<file path="config.mk">
export PLATFORM = sky130hd
export DESIGN_NAME = my_74ls161
export DESIGN_NICKNAME = d
export VERILOG_FILES = /design/src/rtl/my_74ls161.sv
export SDC_FILE = /design/constraint.sdc
export NUM_CORES = 1
export LEC_CHECK = 0
export ABC_AREA = 1
export CAP_MARGIN = 20
export CORE_AREA = 2 2 39 41
export CTS_CLUSTER_DIAMETER = 120
export DETAILED_ROUTE_END_ITERATION = 10
export DIE_AREA = 0 0 41 43
export PLACE_DENSITY = 0.53
export SLEW_MARGIN = 20
export SYNTH_ARGS = -nofsm -noshare
export SYNTH_HDL_FRONTEND = slang
export SYNTH_SLANG_ARGS = --single-unit
</file>
<file path="constraint.sdc">
create_clock -name CP -period 2 [get_ports CP]
set_input_delay 0.3 -clock CP [delete_from_list [all_inputs] [get_ports CP]]
set_output_delay 0.3 -clock CP [all_outputs]
set_load 0.01 [all_outputs]
</file>
<file path="src/rtl/my_74ls161.sv">
// Synchronous 4-bit-style binary counter with asynchronous clear, parallel load,
// dual count enables and a CTT-gated ripple carry, width set by WIDTH.
module my_74ls161 #(
    parameter int WIDTH = 4
) (
    input  logic             CP,
    input  logic             CR,
    input  logic             Ld,
    input  logic             CTT,
    input  logic             CTP,
    input  logic [WIDTH-1:0] D,
    output logic [WIDTH-1:0] Q,
    output logic             CO
);

    logic [WIDTH-1:0] q_next;

    // Load wins over count; both enables must be high to advance.
    always_comb begin
        q_next = Q;
        if (Ld) begin
            q_next = D;
        end else if (CTT && CTP) begin
            q_next = Q + WIDTH'(1);
        end
    end

    always_ff @(posedge CP or posedge CR) begin
        if (CR) begin
            Q <= '0;
        end else begin
            Q <= q_next;
        end
    end

    // Terminal count only; CTP is deliberately excluded so carries can cascade.
    assign CO = CTT && (Q == {WIDTH{1'b1}});

endmodule

</file>
Word-level counts from Yosys, hierarchy flattened
Cells that the tools add are included.
{"block": "op_classes", "n_addsub": 1, "eq_ne": 1, "mux": 2, "reduce_logical": 3}
{"operator": "4-bit two-way mux", "n": 2}
{"operator": "4-bit by 1-bit adder with 4-bit output, second input constant", "n": 1}
{"operator": "4-bit equality test, second input constant", "n": 1}
{"operator": "1-bit logical AND", "n": 2}
{"operator": "2-bit nonzero test", "n": 1}
{"block": "totals", "register_bits": 4, "in_bits": 9, "out_inout_bits": 5, "elab_cells": 8}

Logic depth before layout (Yosys ltp)
{"block": "depth", "depth_word": 3, "mapped_depth": 7}

Worst setup path before layout
No wires, ideal clock.
{"block": "synth_path", "kind": "register -> register", "startpoint": "register Q[0]", "endpoint": "register Q[1]", "setup_time_ns": 0.124, "t_arrival_ns": 1.049, "t_required_ns": 1.876, "setup_slack_ns": 0.827, "path_stages_with_launch": 5, "period_less_slack_ns": 1.173, "path_cell_list": "dfrtp_1 > ha_1 > or2_1 > o211ai_1 > nand2_1"}
{"block": "synth_between", "elab_chain_cells": 3}
{"element": "start: declaration", "line": "12", "source": "output logic [WIDTH-1:0] Q,"}
{"element": "start signal: assignment", "line": "32", "source": "Q <= q_next;"}
{"element": "4-bit by 1-bit adder with 4-bit output", "line": "24", "source": "q_next = Q + WIDTH'(1);"}
{"element": "4-bit two-way mux", "line": "23", "source": "end else if (CTT && CTP) begin"}
{"element": "4-bit two-way mux", "line": "21", "source": "if (Ld) begin"}
Every way passes these cells. The select of a mux whose other input is x is not followed.
A chain may end at the register's enable or synchronous reset.

Worst setup path after layout
{"block": "layout_path", "startpoint": "register Q[0]", "endpoint": "output CO"}
{"block": "layout_between", "elab_chain_cells": 2}
{"element": "4-bit equality test", "line": "37", "source": "assign CO = CTT && (Q == {WIDTH{1'b1}});"}
{"element": "1-bit logical AND", "line": "37"}
{"element": "end: declaration", "line": "13", "source": "output logic CO"}
Every way passes these cells.

==> results.toml <==
[synth]
yosys.cell_count.top_type = "nand2_1"
synth_compound_area_share_pct = 4.37
synth_area_um2 = 287
yosysUniqueCellTypes = 14
synth_top_area_cell = "dfrtp_1"
synth_cells = 45
netlist_top_cells_count = "nand2_1, inv_1, dfrtp_1"
async_flop_share_pct = 100
yosysWarnings = 0
synth_nets = 55
synthFlopType = "dfrtp_1"
ys_seq_area_share_pct = 34.9
synth_top_family_by_area = "simple AND/OR/NAND/NOR gates"
synth_seq_cells = 4
synthXorXnorAreaFrac_pct = 0
synthAdderAreaFrac_pct = 4.37
synth_edf_count = 0
syn_avg_cell_area_um2 = 6.37
netlist_top_cells_area = "dfrtp_1, nand2_1, inv_1"
yosys.area_share.simple_pct = 44.5
synth_top_area_share_pct = 34.9
synthMuxAreaShare_pct = 0

[critical_path]
rr_endpoint = "Q[1]$_DFFE_PP0P_"
worst-r2r-setup-slack_ns = 0.80
crit_chain = "ha_1 > nand2_1 > nor2_1 > clkdlybuf4s50_1"
setup.worst_path.start = "Q[0]$_DFFE_PP0P_"
cp_top_family = "buffers and inverters"
cp-start-kind = "flip-flop"
required_ns = 1.70
critPathKind = "reg2out"
arrival_ns = 1.58
worst-path-buf-inv = 1
worstPathMaxFanout = 6
timing.critical_path.to_type = "primary output"
worst-r2r-cell-count = 4
cpPeakStageDelay_ns = 0.53
rr_startpoint = "Q[0]$_DFFE_PP0P_"
crit_slowest_cell = "clkdlybuf4s50_1"

[timing]
fin_worst_skew_ns = 0.00106
fin_crit_sh_pct = 93.8
setup_viol = 0
hold_viol = 0
rsz0062_at_grt = "false"
fin_ws_ns = 0.124
worst_pin_slew_ns = 0.240
period_minus_slack_ns = 1.88
relSlewSlack_pct = 84.0
finalMaxSlewViolations = 0
setup_tns_ns = 0
fmax_mhz = 533

[power_and_ir_drop]
power.leakage_uw = 0.000237
peakVddDrop_v = 0.000271
power_uw = 305
powerDensity_mw_per_mm2 = 665

[grt]
grt_pass1_vias = 249
grt_pass1_wl_um = 952
grt_max_degree = 8
track_usage_pct = 7.95
grt-ovfl-total = 0
antenna_found_initial = 0

[routing]
drc = 0
vias = 308
drt_iter0_drc = 9
firstDrtPassIters = 4
via_per_inst = 4.00
wl_per_cell_um = 8.18
wirelength_um = 630
ant_nets = 0

[worst_hold_path]
hp-class = "in2async"

[cells_and_area]
regMostFlops = "Q"
num-nets-final = 73
top_regs = "Q (4)"
final_area_um2 = 459
area_growth_pct = 60.3
seq_area_um2 = 100
drive_above_1_share_pct = 9.84
n_fill_cell = 151
fin_util_pct = 33.2
largest_reg_flops = 4
multi_input_area_um2 = 153
num_antenna_cells = 0

[floorplan]
dieWidth_um = 41
start_util_pct = 20.7
ios = 14
die-height_um = 43
coreArea_mm2 = 0.00138
die_area_mm2 = 0.00176
fp-row-count = 14

[flow_run]
drv_cap = 0

[clock_tree]
cts_resized = 0
clk_latency_ns = 0.23
cts_hold_buffers = 0
cts_tree = "yes"
clk_pin_slew_worst_paths_ns = 0.04
htreeDepth = 1
cts_buffers = 3
clock_path_buffers = 2
clk_root_buffer_cell = "clkbuf_4"
post-cts-setup-buffers = 0
clock-sinks = 4

[placement]
io_buffers = 13
dpl_cell_area_um2 = 437
preCtsSetupSlack_ns = 0.262
place_congestion = 0.701
dp_hpwl_um = 529

[outcome]
run_status = "completed"
-- metal layers --
metal	global-route usage, %	part of all wire, %	vias up
li1	-	-	169
met1	10.0	48	129
met2	11.3	48	10
met3	3.14	4.1	0
met4	4.00	0	0
met5	0	0	-
-- through the flow --
stage | hold slack (ns) | cells
floorplan | 0.0661 | 45
global placement | 0.494 | 74
detailed placement | 0.502 | 74
CTS | 0.252 | 77
global route | 0.260 | 77
finish | 0.255 | 77
-- worst reg2reg max path: cells and delay by family (launching register included) --
family | cells | cell delay, ns
AOI/OAI and AO/OA | 1 | 0.09
adders and majority gates | 1 | 0.30
DFF | 1 | 0.42
and+or+nand+nor | 2 | 0.27
-- cells in the final DEF (no fill, tap or decap), types with 2 or more instances in the layout --
cell type	count
dfrtp_1	4
nor2_1	2
clkbuf_4	3
nand3_1	3
inv_1	7
clkdlybuf4s50_1	13
nand2_1	20
-- area by class of cell --
cell class | instances | area share, %
well taps | 16 | 4.36
repair buffers | 13 | 28.3
clock buffers | 3 | 4.90
multi-input cells | 32 | 33.2
flip-flops and latches | 4 | 21.8
inverters | 9 | 7.36
-- power breakdown --
part           internal (µW)  switching [µW]  total (µW)
sequential              93.5            17.5         111
clock                   66.9            29.5        96.4
combinational           54.7            43.2        97.9
total                    215            90.2         305
-- kinds of logic (layout without fill, tap and decap cells) --
family / after synthesis / after routing
fa+ha+maj: 1 / 1
buf+inv: 9 / 25
flops: 4 / 4
compound gates: 2 / 2
simple gates: 29 / 29
-- worst max path at each step --
stage | end | slack, ns | depth (start not counted)
after floorplan | Q[1]$_DFFE_PP0P_ | 0.83 | 4
final | CO | 0.12 | 4
after global routing | CO | 0.006 | 4
after CTS | CO | 0.11 | 4
after global placement | CO | 0.27 | 4
after detailed placement | CO | 0.26 | 4
No activity file was read; power rests on OpenSTA's default activity.
